**src/rtl/i2c_cmd_sequencer_if.sv**
```systemverilog
// Command/launch bus of the I2C command sequencer.
//   cmd_*  : host-side valid/ready command channel (7-bit address + data byte).
//   mst_*  : launch/completion channel towards the I2C master.
// Modports:
//   master : host/master-side view (drives commands and completions).
//   slave  : sequencer-side view.
interface i2c_cmd_sequencer_if;
    logic       cmd_valid;
    logic       cmd_ready;
    logic [6:0] cmd_addr;
    logic [7:0] cmd_data;
    logic       mst_start;
    logic [7:0] mst_slave_addr;
    logic [7:0] mst_data;
    logic       mst_done;
    logic       mst_nack;

    modport master (
        output cmd_valid, cmd_addr, cmd_data, mst_done, mst_nack,
        input  cmd_ready, mst_start, mst_slave_addr, mst_data
    );

    modport slave (
        input  cmd_valid, cmd_addr, cmd_data, mst_done, mst_nack,
        output cmd_ready, mst_start, mst_slave_addr, mst_data
    );
endinterface

```
**src/rtl/i2c_cmd_sequencer.sv**
```systemverilog
// Command queue and launch controller in front of an I2C master.
// Buffers host write commands in a DEPTH-entry FIFO, launches them one at a
// time, retries NACKed transfers up to MAX_RETRY times, times out an attempt
// after TIMEOUT cycles without completion and reports failures.
// Ports:
//   clk, reset_n : clock, asynchronous active-low reset
//   bus          : command channel and master launch channel (slave modport)
//   busy         : state not idle or FIFO non-empty
//   level        : FIFO occupancy
//   err_valid    : one-cycle failure pulse
//   err_code     : 01 = NACK after retries, 10 = timeout (held)
//   err_addr     : address of the failed command (held)
module i2c_cmd_sequencer #(
    parameter int unsigned DEPTH     = 4,
    parameter int unsigned MAX_RETRY = 2,
    parameter int unsigned TIMEOUT   = 1023
) (
    input  logic                    clk,
    input  logic                    reset_n,
    i2c_cmd_sequencer_if.slave      bus,
    output logic                    busy,
    output logic [$clog2(DEPTH):0]  level,
    output logic                    err_valid,
    output logic [1:0]              err_code,
    output logic [6:0]              err_addr
);
    localparam int unsigned PW = $clog2(DEPTH);
    localparam int unsigned LW = PW + 1;
    localparam int unsigned RW = $clog2(MAX_RETRY + 2);
    localparam int unsigned TW = $clog2(TIMEOUT + 1);

    typedef enum logic [1:0] {StIdle, StLaunch, StWait} state_e;

    state_e          state_q, state_d;
    logic [14:0]     mem_q [DEPTH];
    logic [14:0]     mem_d [DEPTH];
    logic [PW-1:0]   wr_ptr_q, wr_ptr_d;
    logic [PW-1:0]   rd_ptr_q, rd_ptr_d;
    logic [LW-1:0]   level_q, level_d;
    logic [RW-1:0]   retry_q, retry_d;
    logic [TW-1:0]   timer_q, timer_d;
    logic [7:0]      mst_addr_q, mst_addr_d;
    logic [7:0]      mst_data_q, mst_data_d;
    logic            err_valid_q, err_valid_d;
    logic [1:0]      err_code_q, err_code_d;
    logic [6:0]      err_addr_q, err_addr_d;
    logic            push, pop, full;

    // Full blocks a push even when a pop retires in the same cycle.
    assign full  = (level_q == LW'(DEPTH));
    assign push  = bus.cmd_valid && !full;

    always_comb begin
        mem_d    = mem_q;
        wr_ptr_d = wr_ptr_q;
        rd_ptr_d = rd_ptr_q;
        level_d  = level_q;
        if (push) begin
            mem_d[wr_ptr_q] = {bus.cmd_addr, bus.cmd_data};
            wr_ptr_d        = wr_ptr_q + 1'b1;
        end
        if (pop) begin
            rd_ptr_d = rd_ptr_q + 1'b1;
        end
        case ({push, pop})
            2'b10:   level_d = level_q + 1'b1;
            2'b01:   level_d = level_q - 1'b1;
            default: level_d = level_q;
        endcase
    end

    always_comb begin
        state_d     = state_q;
        retry_d     = retry_q;
        timer_d     = timer_q;
        mst_addr_d  = mst_addr_q;
        mst_data_d  = mst_data_q;
        err_valid_d = 1'b0;
        err_code_d  = err_code_q;
        err_addr_d  = err_addr_q;
        pop         = 1'b0;
        case (state_q)
            StIdle: begin
                if (level_q != '0) begin
                    retry_d    = '0;
                    mst_addr_d = {1'b0, mem_q[rd_ptr_q][14:8]};
                    mst_data_d = mem_q[rd_ptr_q][7:0];
                    state_d    = StLaunch;
                end
            end
            StLaunch: begin
                timer_d = '0;
                state_d = StWait;
            end
            StWait: begin
                timer_d = timer_q + 1'b1;
                // Completion wins over a timeout landing on the same cycle.
                if (bus.mst_done) begin
                    if (!bus.mst_nack) begin
                        pop     = 1'b1;
                        state_d = StIdle;
                    end else if (retry_q < RW'(MAX_RETRY)) begin
                        retry_d = retry_q + 1'b1;
                        state_d = StLaunch;
                    end else begin
                        pop         = 1'b1;
                        err_valid_d = 1'b1;
                        err_code_d  = 2'b01;
                        err_addr_d  = mem_q[rd_ptr_q][14:8];
                        state_d     = StIdle;
                    end
                end else if (timer_q == TW'(TIMEOUT - 1)) begin
                    pop         = 1'b1;
                    err_valid_d = 1'b1;
                    err_code_d  = 2'b10;
                    err_addr_d  = mem_q[rd_ptr_q][14:8];
                    state_d     = StIdle;
                end
            end
            default: state_d = StIdle;
        endcase
    end

    always_ff @(posedge clk or negedge reset_n) begin
        if (!reset_n) begin
            state_q     <= StIdle;
            for (int unsigned i = 0; i < DEPTH; i++) begin
                mem_q[i] <= '0;
            end
            wr_ptr_q    <= '0;
            rd_ptr_q    <= '0;
            level_q     <= '0;
            retry_q     <= '0;
            timer_q     <= '0;
            mst_addr_q  <= '0;
            mst_data_q  <= '0;
            err_valid_q <= 1'b0;
            err_code_q  <= '0;
            err_addr_q  <= '0;
        end else begin
            state_q     <= state_d;
            mem_q       <= mem_d;
            wr_ptr_q    <= wr_ptr_d;
            rd_ptr_q    <= rd_ptr_d;
            level_q     <= level_d;
            retry_q     <= retry_d;
            timer_q     <= timer_d;
            mst_addr_q  <= mst_addr_d;
            mst_data_q  <= mst_data_d;
            err_valid_q <= err_valid_d;
            err_code_q  <= err_code_d;
            err_addr_q  <= err_addr_d;
        end
    end

    // Decoded from the state register so reset drops it asynchronously.
    assign bus.mst_start      = (state_q == StLaunch);
    assign bus.cmd_ready      = !full;
    assign bus.mst_slave_addr = mst_addr_q;
    assign bus.mst_data       = mst_data_q;
    assign busy               = (state_q != StIdle) || (level_q != '0);
    assign level              = level_q;
    assign err_valid          = err_valid_q;
    assign err_code           = err_code_q;
    assign err_addr           = err_addr_q;
endmodule
```
**src/flat_wrapper.sv**
```systemverilog
// flat-port wrapper written by rule: the top's interface ports become plain ports
module i2c_cmd_sequencer_flat 
#(
    parameter int unsigned DEPTH     = 4,
    parameter int unsigned MAX_RETRY = 2,
    parameter int unsigned TIMEOUT   = 1023
)
  (clk, reset_n, busy, level, err_valid, err_code, err_addr, bus_cmd_valid, bus_cmd_addr, bus_cmd_data, bus_mst_done, bus_mst_nack, bus_cmd_ready, bus_mst_start, bus_mst_slave_addr, bus_mst_data);
  i2c_cmd_sequencer_if bus_i ();
  input  logic clk;
  input  logic reset_n;
  output logic busy;
  output logic [$clog2(DEPTH):0] level;
  output logic err_valid;
  output logic [1:0] err_code;
  output logic [6:0] err_addr;
  input wire logic [$bits(bus_i.cmd_valid)-1:0] bus_cmd_valid;
  input wire logic [$bits(bus_i.cmd_addr)-1:0] bus_cmd_addr;
  input wire logic [$bits(bus_i.cmd_data)-1:0] bus_cmd_data;
  input wire logic [$bits(bus_i.mst_done)-1:0] bus_mst_done;
  input wire logic [$bits(bus_i.mst_nack)-1:0] bus_mst_nack;
  output wire logic [$bits(bus_i.cmd_ready)-1:0] bus_cmd_ready;
  output wire logic [$bits(bus_i.mst_start)-1:0] bus_mst_start;
  output wire logic [$bits(bus_i.mst_slave_addr)-1:0] bus_mst_slave_addr;
  output wire logic [$bits(bus_i.mst_data)-1:0] bus_mst_data;
  assign bus_i.cmd_valid = bus_cmd_valid;
  assign bus_i.cmd_addr = bus_cmd_addr;
  assign bus_i.cmd_data = bus_cmd_data;
  assign bus_i.mst_done = bus_mst_done;
  assign bus_i.mst_nack = bus_mst_nack;
  assign bus_cmd_ready = bus_i.cmd_ready;
  assign bus_mst_start = bus_i.mst_start;
  assign bus_mst_slave_addr = bus_i.mst_slave_addr;
  assign bus_mst_data = bus_i.mst_data;
  i2c_cmd_sequencer #(.DEPTH(DEPTH), .MAX_RETRY(MAX_RETRY), .TIMEOUT(TIMEOUT)) u_core (.clk(clk), .reset_n(reset_n), .bus(bus_i), .busy(busy), .level(level), .err_valid(err_valid), .err_code(err_code), .err_addr(err_addr));
endmodule
```
**config.mk**
```make
export PLATFORM = sky130hd
export DESIGN_NAME = i2c_cmd_sequencer_flat
export DESIGN_NICKNAME = d
export VERILOG_FILES = /design/src/rtl/i2c_cmd_sequencer_if.sv /design/src/rtl/i2c_cmd_sequencer.sv /design/src/flat_wrapper.sv
export SDC_FILE = /design/constraint.sdc
export NUM_CORES = 1
export LEC_CHECK = 0
export CAP_MARGIN = 40
export CORE_MARGIN = 2
export CORE_UTILIZATION = 58
export CTS_BUF_LIST = sky130_fd_sc_hd__clkbuf_4 sky130_fd_sc_hd__clkbuf_8
export DETAILED_ROUTE_END_ITERATION = 8
export GPL_TIMING_DRIVEN = 0
export PLACE_DENSITY = 0.87
export SYNTH_ARGS = -nofsm -noshare
export SYNTH_HDL_FRONTEND = slang
export SYNTH_SLANG_ARGS = --single-unit
```
**constraint.sdc**
```tcl
create_clock -name clk -period 2.7 [get_ports clk]
set_input_delay 0.81 -clock clk [delete_from_list [all_inputs] [get_ports clk]]
set_output_delay 0.81 -clock clk [all_outputs]
set_load 0.01 [all_outputs]
```
# After elaboration in Yosys (flattened, before gate mapping)
# Index checks and enable logic that the tools add are counted.
# word_totals
word_cells,90
register_bits,106
input_bits,20
# classes
muxes,35
bitwise_logic,2
eq_ne,13
magnitude_cmp,4
addsub,6
n_reduce_logical,15
# ops
operator,count
60-bit bitwise mux,1
15-bit two-way mux,3
15-bit binary-select mux with 2-bit select,1
15-bit demux with 2-bit select,1
7-bit two-way mux,4
2-bit two-way mux,12
10-bit one-hot mux with 2 select lines,1
"10-bit by 1-bit adder with 10-bit output, second input constant",1
"10-bit == test, second input constant",1
2-bit nonzero test,5
1-bit two-way mux,9
"2-bit by 1-bit adder with 2-bit output, second input constant",3
"3-bit greater-or-equal comparator, second input constant",2
"2-bit by 1-bit != test with 1-bit output, second input constant",3
"2-bit != test, second input constant",3
2-bit inverter with 3-bit output,2
2-bit one-hot mux with 3 select lines,1
3-bit one-hot mux with 2 select lines,1
5-bit AND reduction,1
"2-bit by 1-bit == test with 1-bit output, second input constant",2
"2-bit == test, second input constant",2
2-bit one-hot mux with 2 select lines,1
2-bit AND reduction,2
4-bit AND reduction,1
other kinds (11),12

# Logic depth before layout (Yosys ltp)
# Gate-level depths: netlist (run 1).
# logic_depth
ltp_word,7
ltp_mapped,11
depth_no_buf,11

# Worst setup path before layout (run 1)
# No wires, ideal clock.
# synth_path
path_kind,register -> register
from,register u_core.state_q[0]
to,"register u_core.level_q[2], in the netlist u_core.level[2]"
stages_incl_launch_ff,12
required_ns,2.620
path_buffers,1
t_arrival_ns,2.267
slack_ns,0.354
cell_sequence,dfrtp_1 -> inv_1 -> ha_1 -> clkbuf_1 -> nand2_1 -> a21oi_1 -> ha_1 -> inv_1 -> fa_1 -> xor2_1 -> nor2_1 -> xor2_1
# synth_via
elab_chain_len,4
word_cells_on_any_way,6
# synth_rtl
item,line_no,source
start: declaration,i2c_cmd_sequencer.sv:34,"state_e state_q, state_d;"
start signal: assignment,i2c_cmd_sequencer.sv:126,state_q <= StIdle;
start signal: assignment,i2c_cmd_sequencer.sv:141,state_q <= state_d;
2-bit == test *,i2c_cmd_sequencer.sv:82,case (state_q)
1-bit two-way mux *,i2c_cmd_sequencer.sv:82,
net u_core.pop,i2c_cmd_sequencer.sv:47,"logic push, pop, full;"
2-bit by 1-bit == test with 1-bit output / 2-bit == test (equally long branches),i2c_cmd_sequencer.sv:65,"case ({push, pop})"
3-bit one-hot mux with 2 select lines / 2-bit nonzero test (equally long branches),-,
end signal: assignment,i2c_cmd_sequencer.sv:145,level_q <= level_d;
end: declaration,i2c_cmd_sequencer.sv:39,"logic [LW-1:0] level_q, level_d;"
# The timed path passes the listed nets; every way through them passes the cells marked *.
# A chain may end at the register's enable or synchronous reset.

# Worst setup path in the final report (run 1)
# layout_path
from,input bus_mst_nack
to,"register u_core.level_q[2], in the netlist u_core.level[2]"
# layout_via
elab_chain_len,5
word_cells_on_any_way,7
# layout_rtl
item,line_no,source
start: declaration,flat_wrapper.sv:21,input wire logic [$bits(bus_i.mst_nack)-1:0] bus_mst_nack;
1-bit two-way mux *,i2c_cmd_sequencer.sv:99,if (!bus.mst_nack) begin
1-bit two-way mux *,i2c_cmd_sequencer.sv:98,if (bus.mst_done) begin
1-bit two-way mux *,i2c_cmd_sequencer.sv:82,
net u_core.pop,i2c_cmd_sequencer.sv:47,
2-bit by 1-bit == test with 1-bit output / 2-bit == test (equally long branches),i2c_cmd_sequencer.sv:65,
3-bit one-hot mux with 2 select lines / 2-bit nonzero test (equally long branches),-,
# Marks and branches as above.

==> results of run 1 <==
-- cell usage in the layout (no fill, tap or decap), types with 2 or more instances in the layout --
cell,synthesis,layout
dfrtp_1,106,106
and3_1,2,2
buf_6,6,6
mux2_2,85,85
clkinvlp_4,0,2
nand2_1,10,10
buf_2,3,3
mux4_2,15,15
o21ai_0,9,9
nor2_1,10,10
nor3_1,3,2
ha_1,11,10
inv_1,15,15
buf_4,1,4
nand4_1,2,2
inv_6,0,2
nand3b_1,2,2
nand3_1,6,6
xnor2_1,3,3
a31oi_1,2,2
clkdlybuf4s50_1,0,48
clkbuf_1,4,3
xor2_1,9,9
nand2_2,4,4
and2_1,2,2
and4_1,2,2
clkbuf_8,0,9
-- power groups by stage --
| stage | logic [W] | registers [W] | clock network, W |
|---|---|---|---|
| final | 0.00278 | 0.00265 | 0.00101 |
| after CTS | 0.00281 | 0.00264 | 0.00103 |
| after global routing | 0.00302 | 0.00272 | 0.00110 |
| after detailed placement | 0.00277 | 0.00268 | 0 |
| after floorplan | 0.00189 | 0.00264 | 0 |
| after global placement | 0.00264 | 0.00262 | 0 |
-- sequential cells by signal, indices dropped and copies added, names as in the netlist --
signal / cells
u_core.bus.mst_slave_addr: 7
u_core.state_q: 2
u_core.rd_ptr_q: 2
u_core.err_code: 2
u_core.level: 3
u_core.wr_ptr_q: 2
u_core.err_valid: 1
u_core.retry_q: 2
u_core.err_addr: 7
u_core.bus.mst_data: 8
u_core.mem_q: 60
u_core.timer_q: 10
-- worst reg2reg max path: stages (launching register included) --
cell	delay, ns
dfrtp_1	0.37
buf_4	0.13
ha_1	0.23
clkbuf_2	0.25
nand2_1	0.15
a21oi_2	0.22
ha_2	0.23
inv_1	0.05
fa_1	0.37
xor2_1	0.15
nor2_1	0.12
xor2_1	0.17
-- how the worst max path moves through the flow --
stage               depth (start not counted)  slack, ns         startpoint                to
detailed placement                         10      -0.35       bus_mst_nack   u_core.level[2]
floorplan                                  11       0.35  u_core.state_q[0]   u_core.level[2]
global route                               10       0.02       bus_mst_nack   u_core.level[2]
finish                                     10       0.12       bus_mst_nack   u_core.level[2]
CTS                                        10       0.04       bus_mst_nack   u_core.level[2]
global placement                            1      -2.97            reset_n  u_core.mem_q[20]
-- cell families after synthesis --
kind of cell    synth area share, %
fa+ha+maj                      3.31
xor+xnor                       2.21
compound gates                 2.97
buf+inv                        3.39
mux                            27.4
flops                          55.7
other cells                  0.0787
simple gates                   4.99
-- repair_timing --
item | CTS | global route
resized for setup | 1 | 4
setup buffers | 2 | 0
pin swaps | 0 | 0
setup endpoints to repair | 2 | 2
-- area by class of cell --
class | count | area [µm²]
clock inverters | 6 | 73.8
plain buffers | 14 | 106
fillers | 581 | 2440
flip-flops and latches | 106 | 2650
well taps | 105 | 131
inverters | 15 | 56.3
repair buffers | 53 | 543
clock buffers | 10 | 131
multi-input cells | 191 | 1960
-- metrics by stage --
step | util, % | instances | cell area, µm² | TNS, ns | setup slack, ns
after floorplan | - | 326 | 4760 | 0 | 0.354
after global placement | 66.7 | 481 | 5400 | -314.71 | -2.97
after detailed placement | 67.0 | 482 | 5420 | -0.480 | -0.351
after CTS | 69.7 | 500 | 5640 | 0 | 0.0420
after global routing | 69.9 | 500 | 5660 | 0 | 0.0164
final | 69.9 | 500 | 5660 | 0 | 0.121
-- metal layers --
layer	track usage [%]	vias to the layer above	wire length [µm]
li1	-	1287	-
met1	28.7	1471	3870
met2	36.8	50	4570
met3	4.15	10	334
met4	7.61	0	148
met5	0	-	0
==> reports/results.ini, run 1 <==
[run_status]
status=completed

[layout]
n_antenna_cell=0
area_growth_pct=18.7
post_route_cells_drive_above_1_share_pct=35.7
final_nets=422

[critical_path]
path_max_fanout=4
regToRegSetupSlack_ns=0.20
reg2regPathDepth=11
criticalPathCategory=input pin to flip-flop
crit_chain=clkdlybuf4s50_1 > nand3b_1 > nand2_1 > a21oi_2 > ha_2 > inv_1 > fa_1 > xor2_1 > nor2_1 > xor2_1
timing.critical_path.buf_inv=2
cpMostUsedCell=xor2_1
cp_data_arrival_time_ns=2.87
r2r_start=u_core.state_q[1]
crit_family=adder cells
reg2reg_to=u_core.level[2]
crit_path_start_kind=input pin
crit_path_end_kind=flip-flop
worstPathRequired_ns=2.99
crit_path_max_incr_delay_ns=0.48
crit_slowest_cell=clkdlybuf4s50_1

[sta]
finalSetupViolCount=0
whs_ns=0.503
hold_viol=0
clock_skew_ns=0.0137
rsz0062_at_grt=no
max_freq_ghz=0.388
tightest_slew_ns=0.756
slew_headroom_pct=49.6
fin_crit_ns=2.58
fin_crit_sh_pct=95.5
drv_slew=0

[global_routing]
grt_max_degree=60
antenna_found_initial=0
grt_usage_pct=21.9
grt_pass1_vias=2892
grt_pass1_wl_um=14600
gr-total-overflow=0

[yosys]
netlist_instances=326
synth_area_per_cell_um2=14.6
synthArstFlopShare_pct=100
synth.largest_area_cell=dfrtp_1
synth_nets=358
synth_cell_type_count=37
synth_top_flop_cell=dfrtp_1
ys_ff_latch=106
ys_top_cells_by_count=dfrtp_1 (106), mux2_2 (85), inv_1 (15), mux4_2 (15), ha_1 (11)
synth_area_leaders=dfrtp_1 (56%), mux2_2 (20%), mux4_2 (7.1%)
synth_seq_area_share_pct=55.7
syn_area_um2=4760
synth_most_common_cell=dfrtp_1
synth_top_area_share_pct=55.7
synth_edf_count=0
ys_warn_count=0

[cts]
cts_made_buffers=9
clockBufferDepth=2
cts_hold_buf=0
root_buffer=clkbuf_8
h-tree-depth=3
cts.sinks=106
cts_tree=built
clock_latency_ns=0.37
clkTransAtPathRegs_ns=0.10

[placement]
gp_congestion=0.752
dp_hpwl_um=6190
portBuffers=50

[die]
die_h_um=94.6
die_x_um=94.6
initial_utilization_pct=58.9
rows=33
io_pins=52
coreArea_um2=8090
die_area_um2=8960

[pwr]
power_leakage_nw=2.47
vdd_drop_max_mv=0.683
power.share.combinational_pct=43.2
power_density_nw_per_um2=1140
p_seq_share_pct=41.1
power_w=0.00644
p_sw_share_pct=32.2
clkPwrFrac_pct=15.7
switchingPower_w=0.00207
intPower_w=0.00437

[drt]
ant_nets=0
drtPass1Iterations=4
vias=2818
wirelength_um=8930
via_per_inst=5.64
drt-wirelength-per-cell_um=17.9
drc=0
drtIter0Drc=121

[job]
maxCapViolCount=0

[worst_hold_path]
worstHoldPathType=input pin to asynchronous set/reset pin

Note: power is estimated with default switching activity, not from simulation.
==> run 2: changes to the inputs <==
--- a/config.mk
+++ b/config.mk
@@ -11,7 +11,7 @@
 export CTS_BUF_LIST = sky130_fd_sc_hd__clkbuf_4 sky130_fd_sc_hd__clkbuf_8
 export DETAILED_ROUTE_END_ITERATION = 8
 export GPL_TIMING_DRIVEN = 0
-export PLACE_DENSITY = 0.87
+export PLACE_DENSITY = 0.86
 export SYNTH_ARGS = -nofsm -noshare
 export SYNTH_HDL_FRONTEND = slang
 export SYNTH_SLANG_ARGS = --single-unit
==> run 2 against run 1 <==
- first-iteration DRC count fell by 8.3%
- combinational power is essentially flat
- setup slack improved by 0.058 ns
- count of clock-buffer cells in the layout unchanged
- clock skew fell by 0.0045 ns
- largest power group unchanged
- sequential cell count unchanged
- highest routed layer unchanged
- via count decreased by 0.25%
- routed wire length shrank 3.1%
==> reports/results.ini, run 2 (same netlist as run 1, synthesis figures left out) <==
[layout]
area_growth_pct=18.7
seq_area_um2=2650
multi_input_area_um2=1950
nFillCells=576
largest-register=u_core.mem_q
layout_common_cells=dfrtp_1 (106), mux2_2 (85), clkdlybuf4s50_1 (48), inv_1 (15), mux4_2 (15)
largest_register_ff_count=60
finish.instance_area_um2=5660
instances_no_fill=499
final_common_cell=dfrtp_1
post_route_cells_drive_above_1_share_pct=35.0
utilization_pct=69.9
n_antenna_cell=0
final_nets=422

[global_routing]
grt_usage_pct=21.0
grt_max_degree=72
grt_busiest_layer=met2
grtUsageMet2_pct=35.2
antenna_found_initial=0
grt_pass1_wl_um=14200
use_met1_pct=28.2
grt_pass1_vias=2911
gr-total-overflow=0
grtUsageMet3_pct=3.43

[sta]
setup_ws_ns=0.179
max_freq_ghz=0.397
hold_viol=0
fin_crit_ns=2.52
fin_crit_sh_pct=93.4
drv_slew=0
clock_skew_ns=0.00917
finalSetupViolCount=0
rsz0062_at_grt=no

[cts]
cts_made_buffers=9
cts.sinks=106
cts_tree=built
cts_hold_buf=0
clockBufferDepth=2
root_buffer=clkbuf_8
clkTransAtPathRegs_ns=0.10
clock_latency_ns=0.36
h-tree-depth=3

[critical_path]
crit_chain=clkdlybuf4s50_1 > nand3b_1 > nand2_1 > a21oi_2 > ha_1 > inv_1 > fa_1 > xor2_1 > nor2_1 > xor2_1
crit_path_max_incr_delay_ns=0.48
crit_path_start_kind=input pin
crit_slowest_cell=clkdlybuf4s50_1
cpMostUsedCell=xor2_1
crit_path_end_kind=flip-flop
criticalPathCategory=input pin to flip-flop
cp_data_arrival_time_ns=2.81
worstPathRequired_ns=2.99
path_max_fanout=4

[pwr]
intPower_w=0.00444
p_sw_share_pct=31.2
power_leakage_nw=2.47
power_w=0.00645
p_seq_share_pct=40.9
clkPwrFrac_pct=16.0
switchingPower_w=0.00201
power_density_nw_per_um2=1140
power.share.combinational_pct=43.0
vdd_drop_max_mv=0.597

[placement]
portBuffers=50
post-place-ws_ns=-0.301
dp_hpwl_um=6090
dp.cells=482
dpl_cell_area_um2=5420
gp_congestion=0.753

[run_status]
status=completed

[die]
initial_utilization_pct=58.9
io_pins=52
rows=33
coreArea_um2=8090
die_area_um2=8960
die_h_um=94.6
die_x_um=94.6

[drt]
wirelength_um=8650
ant_nets=0
drtPass1Iterations=4
vias=2811
drt-wirelength-per-cell_um=17.3
via_per_inst=5.63
drc=0
drtIter0Drc=111

[worst_hold_path]
worstHoldPathType=input pin to asynchronous set/reset pin

[job]
maxCapViolCount=0

[run 2: cell type report]
cell class,instances,area share [%]
Buffer,14,1.88
Clock buffer,10,2.32
Clock inverter,5,1.42
Inverter,15,0.996
Multi-Input combinational cell,191,34.6
Sequential cell,106,46.9
Tap cell,105,2.32
Timing Repair Buffer,53,9.60
[run 2: power groups by stage]
| stage | Combinational (W) | Sequential (W) | Clock [W] |
|---|---|---|---|
| 3_3_place_gp | 0.00264 | 0.00262 | 0 |
| 6_report | 0.00278 | 0.00264 | 0.00103 |
| 5_1_grt | 0.00301 | 0.00271 | 0.00113 |
| 3_5_place_dp | 0.00277 | 0.00268 | 0 |
| 4_1_cts | 0.00281 | 0.00265 | 0.00105 |
| 2_1_floorplan | 0.00189 | 0.00264 | 0 |
[run 2: per-layer routing]
layer	wire length, µm	up-vias	part of all wire (%)
met5	0	-	0
met4	90	0	1.0
met3	271	8	3.1
met2	4490	55	52
met1	3790	1463	44
li1	-	1285	-
[run 2: per-stage QoR]
| stage | hold slack [ns] | setup TNS, ns |
|---|---|---|
| floorplan | 0.465 | 0 |
| global placement | 0.476 | -314.84 |
| detailed placement | 0.477 | -0.433 |
| CTS | 0.417 | 0 |
| global route | 0.433 | 0 |
| finish | 0.402 | 0 |
[run 2: what timing repair did]
| action | CTS | global route |
|---|---|---|
| setup endpoints to repair | 2 | 2 |
| pin swaps | 0 | 0 |
| buffers inserted | 1 | 1 |
| cloned | 0 | 0 |
| resized for setup | 1 | 2 |
[run 2: worst max-delay path, delay by kind of cell]
| kind | cells | cell delay, ns |
|---|---|---|
| AO/OA/AOI/OAI | 1 | 0.20 |
| XOR/XNOR | 2 | 0.30 |
| adder cells (fa/ha/maj) | 2 | 0.59 |
| buffers and inverters | 2 | 0.54 |
| AND/OR/NAND/NOR | 3 | 0.37 |
[run 2: worst paths after layout]
check                                  startpoint                 to  slack [ns]  depth (start not counted)
max in group asynchronous                 reset_n    u_core.mem_q[4]        1.60                          2
worst max register to register  u_core.state_q[0]    u_core.level[2]        0.22                         11
worst min-delay path                      reset_n  u_core.timer_q[4]        0.40                          1
min in group clk                u_core.retry_q[0]  u_core.retry_q[1]        0.50                          1
worst max-delay path                 bus_mst_nack    u_core.level[2]        0.18                         10
worst min register to register  u_core.retry_q[0]  u_core.retry_q[1]        0.50                          1
